==> src/rtl/uart_pkg.sv <==
// Shared definitions for the UART transmit path.
//   - Baud divider constants for a 50 MHz system clock.
//   - Data width and baud counter width.
//   - Transmit FSM state encoding.
//   - Parity helper.
package uart_pkg;

  localparam int unsigned CLK_DIV_9600   = 5208;
  localparam int unsigned CLK_DIV_115200 = 434;

  localparam int unsigned DATA_W     = 8;
  localparam int unsigned BAUD_CNT_W = 13;

  typedef enum logic [2:0] {
    IDLE,
    START,
    DATA,
    PARITY,
    STOP
  } tx_state_e;

  // Even parity is the plain XOR of the data bits; odd parity inverts it.
  function automatic logic calc_parity(input logic [DATA_W-1:0] d, input logic odd);
    return (^d) ^ odd;
  endfunction

endpackage

==> src/rtl/bps_tx.sv <==
// Baud tick generator for the transmitter.
// Ports:
//   clk      - system clock
//   rst_n    - asynchronous active-low reset
//   en       - count enable; the counter is held at 0 while low
//   bit_tick - high during the last cycle of each bit period
module bps_tx
  import uart_pkg::*;
#(
  parameter int unsigned CLK_DIV = CLK_DIV_9600
) (
  input  logic clk,
  input  logic rst_n,
  input  logic en,
  output logic bit_tick
);

  localparam logic [BAUD_CNT_W-1:0] LAST = BAUD_CNT_W'(CLK_DIV - 1);

  logic [BAUD_CNT_W-1:0] cnt_q;
  logic [BAUD_CNT_W-1:0] cnt_d;

  always_comb begin
    cnt_d = cnt_q + 1'b1;
    if (!en || (cnt_q == LAST)) begin
      cnt_d = '0;
    end
  end

  always_ff @(posedge clk or negedge rst_n) begin
    if (!rst_n) begin
      cnt_q <= '0;
    end else begin
      cnt_q <= cnt_d;
    end
  end

  assign bit_tick = en && (cnt_q == LAST);

endmodule

==> src/rtl/uart_tx.sv <==
// UART transmitter: start bit, 8 data bits LSB first, optional parity,
// 1 or 2 stop bits. Bit timing from the internal bps_tx tick generator.
// Ports:
//   clk      - system clock
//   rst_n    - asynchronous active-low reset
//   tx_start - send request, level-sampled; accepted only when not busy
//   tx_data  - byte to send, latched on an accepted request
//   tx_busy  - high while a frame is in progress
//   tx_done  - one-cycle pulse when the last stop bit completes
//   txd      - serial line, idle high
module uart_tx
  import uart_pkg::*;
#(
  parameter int unsigned CLK_DIV    = CLK_DIV_9600,
  parameter int unsigned PARITY_EN  = 0,
  parameter int unsigned PARITY_ODD = 0,
  parameter int unsigned STOP_BITS  = 1
) (
  input  logic              clk,
  input  logic              rst_n,
  input  logic              tx_start,
  input  logic [DATA_W-1:0] tx_data,
  output logic              tx_busy,
  output logic              tx_done,
  output logic              txd
);

  localparam logic [2:0] LAST_IDX  = 3'(DATA_W - 1);
  localparam logic       LAST_STOP = 1'(STOP_BITS - 1);
  localparam logic       PAR_EN    = (PARITY_EN != 0);
  localparam logic       PAR_ODD   = (PARITY_ODD != 0);

  tx_state_e         state_q;
  logic [DATA_W-1:0] shift_q;
  logic [2:0]        bit_idx_q;
  logic              stop_cnt_q;
  logic              parity_q;
  logic              txd_q;
  logic              busy_q;
  logic              done_q;

  logic              parity_d;
  logic              bit_tick;

  assign parity_d = calc_parity(tx_data, PAR_ODD);

  // Counting is enabled by the registered busy flag, so the counter is
  // at 0 on the first cycle of the start bit and each bit lasts CLK_DIV.
  bps_tx #(
    .CLK_DIV(CLK_DIV)
  ) u_bps (
    .clk     (clk),
    .rst_n   (rst_n),
    .en      (busy_q),
    .bit_tick(bit_tick)
  );

  always_ff @(posedge clk or negedge rst_n) begin
    if (!rst_n) begin
      state_q    <= IDLE;
      shift_q    <= '0;
      bit_idx_q  <= '0;
      stop_cnt_q <= 1'b0;
      parity_q   <= 1'b0;
      txd_q      <= 1'b1;
      busy_q     <= 1'b0;
      done_q     <= 1'b0;
    end else begin
      done_q <= 1'b0;
      case (state_q)
        IDLE: begin
          if (tx_start) begin
            state_q    <= START;
            shift_q    <= tx_data;
            parity_q   <= parity_d;
            bit_idx_q  <= '0;
            stop_cnt_q <= 1'b0;
            txd_q      <= 1'b0;
            busy_q     <= 1'b1;
          end
        end
        START: begin
          if (bit_tick) begin
            state_q <= DATA;
            txd_q   <= shift_q[0];
            shift_q <= {1'b0, shift_q[DATA_W-1:1]};
          end
        end
        DATA: begin
          // bit_idx_q names the data bit currently on the line.
          if (bit_tick) begin
            if (bit_idx_q == LAST_IDX) begin
              bit_idx_q <= '0;
              if (PAR_EN) begin
                state_q <= PARITY;
                txd_q   <= parity_q;
              end else begin
                state_q <= STOP;
                txd_q   <= 1'b1;
              end
            end else begin
              bit_idx_q <= bit_idx_q + 1'b1;
              txd_q     <= shift_q[0];
              shift_q   <= {1'b0, shift_q[DATA_W-1:1]};
            end
          end
        end
        PARITY: begin
          if (bit_tick) begin
            state_q <= STOP;
            txd_q   <= 1'b1;
          end
        end
        STOP: begin
          if (bit_tick) begin
            if (stop_cnt_q == LAST_STOP) begin
              state_q    <= IDLE;
              stop_cnt_q <= 1'b0;
              busy_q     <= 1'b0;
              done_q     <= 1'b1;
            end else begin
              stop_cnt_q <= stop_cnt_q + 1'b1;
            end
          end
        end
        default: begin
          state_q <= IDLE;
          txd_q   <= 1'b1;
          busy_q  <= 1'b0;
        end
      endcase
    end
  end

  assign txd     = txd_q;
  assign tx_busy = busy_q;
  assign tx_done = done_q;

endmodule

==> config.mk <==
export PLATFORM = sky130hd
export DESIGN_NAME = uart_tx
export DESIGN_NICKNAME = d
export VERILOG_FILES = /design/src/rtl/uart_pkg.sv /design/src/rtl/bps_tx.sv /design/src/rtl/uart_tx.sv
export SDC_FILE = /design/constraint.sdc
export NUM_CORES = 1
export LEC_CHECK = 0
export BUFFER_PORTS_ARGS = -buffer_cell sky130_fd_sc_hd__buf_2
export CORE_MARGIN = 2
export CORE_UTILIZATION = 25
export CTS_CLUSTER_DIAMETER = 50
export DETAILED_ROUTE_END_ITERATION = 7
export GPL_TIMING_DRIVEN = 0
export HOLD_SLACK_MARGIN = 0.15
export MAX_ROUTING_LAYER = met4
export SLEW_MARGIN = 20
export SYNTH_ARGS = -nofsm -noshare
export SYNTH_HDL_FRONTEND = slang
export SYNTH_SLANG_ARGS = --single-unit
==> constraint.sdc <==
create_clock -name clk -period 2.75 [get_ports clk]
set_input_delay 0.55 -clock clk [delete_from_list [all_inputs] [get_ports clk]]
set_output_delay 0.55 -clock clk [all_outputs]
set_load 0.01 [all_outputs]
==> parameters.txt <==
Parameter                              Value

Critical path
  Kind of critical path    reg -> reg
  Type of element capturing the critical path    flop
  Crit start category    flop
  Highest net fanout along the worst path    10
  Critical Path RT    2.91 ns
  Critical path arrival    approximately 2.3 ns

GRT
  Antenna violations before repair    0
  Via count of the first global-routing pass    ~1100
  Maximum number of pins on one net before global-route repair    31
  Global-route congestion overflow total    0
  Global-route wire length before repair    approximately 5000 µm
  Global routing usage summed across all routing layers    0.103

Clock tree
  Clock transition at path regs    0.07 ns
  CTS Sinks    30
  Post-CTS sizing    0
  Htree depth    2
  Clock tree from TritonCTS    done
  Maximum buffer depth of the clock tree    2
  Cts hold-fix bufs    0
  Num CTS Buffers    5
  Clock latency of the later-clocked register in the worst-skew pair    0.28 ns
  Postcts setup bufs    0
  Clock root buffer    sky130_fd_sc_hd__clkbuf_8

Placed design
  Dpl cell area    1680 µm²
  GPL Wtd Cong    0.819
  Number of port buffers    13
  Setup slack at placement    0.664 ns
  Placed wire-length estimate    1930 µm

STA
  Measured slew at the worst slew-check pin    0.660 ns
  Number of pins exceeding their max-slew limit in the final report    0
  Top achievable clock speed    0.478 GHz
  Final critical-path setup slack    0.659 ns
  RSZ-0062 raised after global routing    false
  Max-slew headroom at the worst pin    0.557
  Share of the cycle needed by the critical path after routing    0.761
  Final setup violation count    0
  Worst Skew    0.00562 ns
  Endpoints failing hold    0
  Final Critical Period    approximately 2.1 ns
  Summed negative setup slack over all endpoints    0 ns

Power
  Leakage power    0.760 nW
  Relative contribution of sequential cells to total power    0.538
  Clock network power share    0.437
  Switching power as a share of total power    0.214
  Share of power burned in combinational logic    0.025
  Total net switching power    0.179 mW
  Internal power summed over all cells    ~0.66 mW
  Peak supply drop    about 0.00028 V
  Pwr per Cell Area    474 nW/µm²

Routing
  Overall routed net length    2790 µm
  WL/cell    11.8 µm
  Post-DRT Antenna Nets    0
  Number of vias per cell after detailed routing    approximately 4.6
  DRC violation count after routing    0
  Iteration count of the initial detailed-routing pass    4
  Initial DRC count    40
  DR vias    roughly 1100

Die
  Placeable core area    about 5900 µm²
  I/O pins    14
  Chip Height    81.9 µm
  Effective utilization at floorplan    0.258
  Rows    28
  Die width    81.9 µm
  Die Area    roughly 6700 µm²

Layout
  Fraction of final layout cells with drive strength greater than 1    0.204
  Area taken by multi-input logic gates    728 µm²
  Sequential cell area in the final layout    about 750 µm²
  Number of fillers in the final layout    632
  Area growth from synthesis to layout    16.5%
  Non-Filler Cell Area, Final    ~1800 µm²
  Number of diodes added for antenna fixing    0
  Number of nets at the end of the flow    175

Synth
  Post-synth cell types    39
  Leading post-synthesis cells by cell area    sky130_fd_sc_hd__dfrtp_1 (48%), sky130_fd_sc_hd__nor2_1 (4.9%), sky130_fd_sc_hd__a221o_1 (4.6%)
  Yosys top cell area share    0.478
  Post-synthesis cell type with the largest combined area    sky130_fd_sc_hd__dfrtp_1
  Count of yosys warnings during synthesis    0
  Combined area of all synthesized cells    1520 µm²
  Share of the yosys chip area belonging to registers    0.495
  Post-synth net total    155
  Proportion of register bits with asynchronous set or reset after synthesis    1.00
  Primary flip-flop cell chosen by synthesis mapping    sky130_fd_sc_hd__dfrtp_1
  Total of flip-flops plus latches after synthesis    30
  Syn Inst Count    141
  Number of flops mapped to enable cells by yosys    0
  Synthesized area divided by synthesized cell count    10.8 µm²

Hold path
  Min-delay worst type    in -> async

Run
  Count of max-cap constraint violations    0

Run status
  Result of the run    finished clean
-- placed cells by master (no fill, tap or decap), types with 2 or more instances in the layout --
cell / synthesis / final
sky130_fd_sc_hd__a221o_1: 7 / 7
sky130_fd_sc_hd__nor4bb_1: 2 / 2
sky130_fd_sc_hd__nor2_1: 20 / 20
sky130_fd_sc_hd__nand4_1: 2 / 2
sky130_fd_sc_hd__clkbuf_8: 0 / 6
sky130_fd_sc_hd__clkbuf_1: 5 / 6
sky130_fd_sc_hd__a31o_2: 2 / 2
sky130_fd_sc_hd__buf_2: 0 / 13
sky130_fd_sc_hd__a21oi_1: 3 / 3
sky130_fd_sc_hd__nor2b_1: 3 / 3
sky130_fd_sc_hd__nor4_1: 4 / 4
sky130_fd_sc_hd__and2_1: 7 / 7
sky130_fd_sc_hd__dfrtp_1: 29 / 29
sky130_fd_sc_hd__mux2_2: 3 / 3
sky130_fd_sc_hd__inv_1: 2 / 2
sky130_fd_sc_hd__xnor2_1: 8 / 8
sky130_fd_sc_hd__nor3_1: 2 / 2
sky130_fd_sc_hd__xor2_1: 3 / 3
sky130_fd_sc_hd__ha_1: 3 / 3
sky130_fd_sc_hd__nand2_1: 10 / 10
sky130_fd_sc_hd__nand3_1: 5 / 5
sky130_fd_sc_hd__and3_1: 2 / 2
-- final cells by class --
type                       count  area share
sequential                    30       0.425
clock buffer                   7      0.0488
buffer                         6      0.0170
tap                           75      0.0531
timing repair buffer          13      0.0368
multi-input combinational    103       0.412
clock inverter                 1     0.00283
inverter                       2     0.00425
-- synth_stat cells, drive strengths merged (2+ instances only) --
| master | number |
|---|---|
| a21oi | 3 |
| a221o | 8 |
| a31o | 2 |
| and2 | 7 |
| and3 | 2 |
| clkbuf | 5 |
| dfrtp | 29 |
| ha | 3 |
| inv | 2 |
| mux2 | 3 |
| nand2 | 10 |
| nand3 | 5 |
| nand4 | 3 |
| nor2 | 20 |
| nor2b | 3 |
| nor3 | 2 |
| nor4 | 5 |
| nor4bb | 2 |
| xnor2 | 8 |
| xor2 | 3 |
-- routing by layer --
metal | track usage | vias to the layer above | wire [µm]
met5 | - | - | 0
met4 | 0.0500 | 0 | 63
met3 | 0.0418 | 7 | 149
met2 | 0.138 | 21 | 1140
met1 | 0.133 | 519 | 1440
li1 | - | 551 | -
-- path summary, 6_finish.rpt --
check                               start        endpoint  slack [ns]  depth (start not counted)
setup reg to reg           u_bps.cnt_q[0]      shift_q[5]        0.66                          5
min in group clk               tx_data[7]      shift_q[7]        0.49                          2
hold / removal                      rst_n      state_q[1]        0.30                          1
max in group asynchronous           rst_n      shift_q[5]        2.02                          1
setup / recovery           u_bps.cnt_q[0]      shift_q[5]        0.66                          5
hold reg to reg            u_bps.cnt_q[0]  u_bps.cnt_q[0]        0.49                          1
-- sequential cells by signal (all words and copies together) (netlist names) --
signal / cells
state_q: 3
txd: 1
shift_q: 8
u_bps.cnt_q: 13
tx_done: 1
bit_idx_q: 3
tx_busy: 1
-- critical path, stage by stage (launching register included) --
cell and delay (ns):
sky130_fd_sc_hd__dfrtp_1 0.38, sky130_fd_sc_hd__ha_1 0.25, sky130_fd_sc_hd__and4bb_2 0.29, sky130_fd_sc_hd__nand4_4 0.18
sky130_fd_sc_hd__a221o_2 0.50, sky130_fd_sc_hd__a221o_1 0.37
-- through the flow --
step | power (mW) | hold WS [ns] | util | cells
4_1_cts | 0.852 | 0.319 | 0.300 | 237
6_report | 0.838 | 0.298 | 0.300 | 237
3_5_place_dp | 0.481 | 0.480 | 0.285 | 229
5_1_grt | 0.876 | 0.356 | 0.300 | 237
3_3_place_gp | 0.481 | 0.474 | 0.285 | 229
2_1_floorplan | 0.464 | 0.254 | - | 141
-- kinds of logic after synthesis --
kind of cell | share of synthesized area
xor gates and xnor gates | 0.0635
muxes | 0.0289
and+or+nand+nor | 0.258
adders and majority gates | 0.0247
buffers and inverters | 0.0247
DFF | 0.495
AOI/OAI and AO/OA | 0.105
-- power by group through the flow --
stage	clock network (mW)	logic (mW)	registers (mW)
finish	0.366	0.0209	0.451
global route	0.399	0.0252	0.451
CTS	0.379	0.0221	0.451
detailed placement	0	0.0223	0.459
global placement	0	0.0217	0.459
floorplan	0	0.00593	0.458
Note: power is estimated with default switching activity, not from simulation.
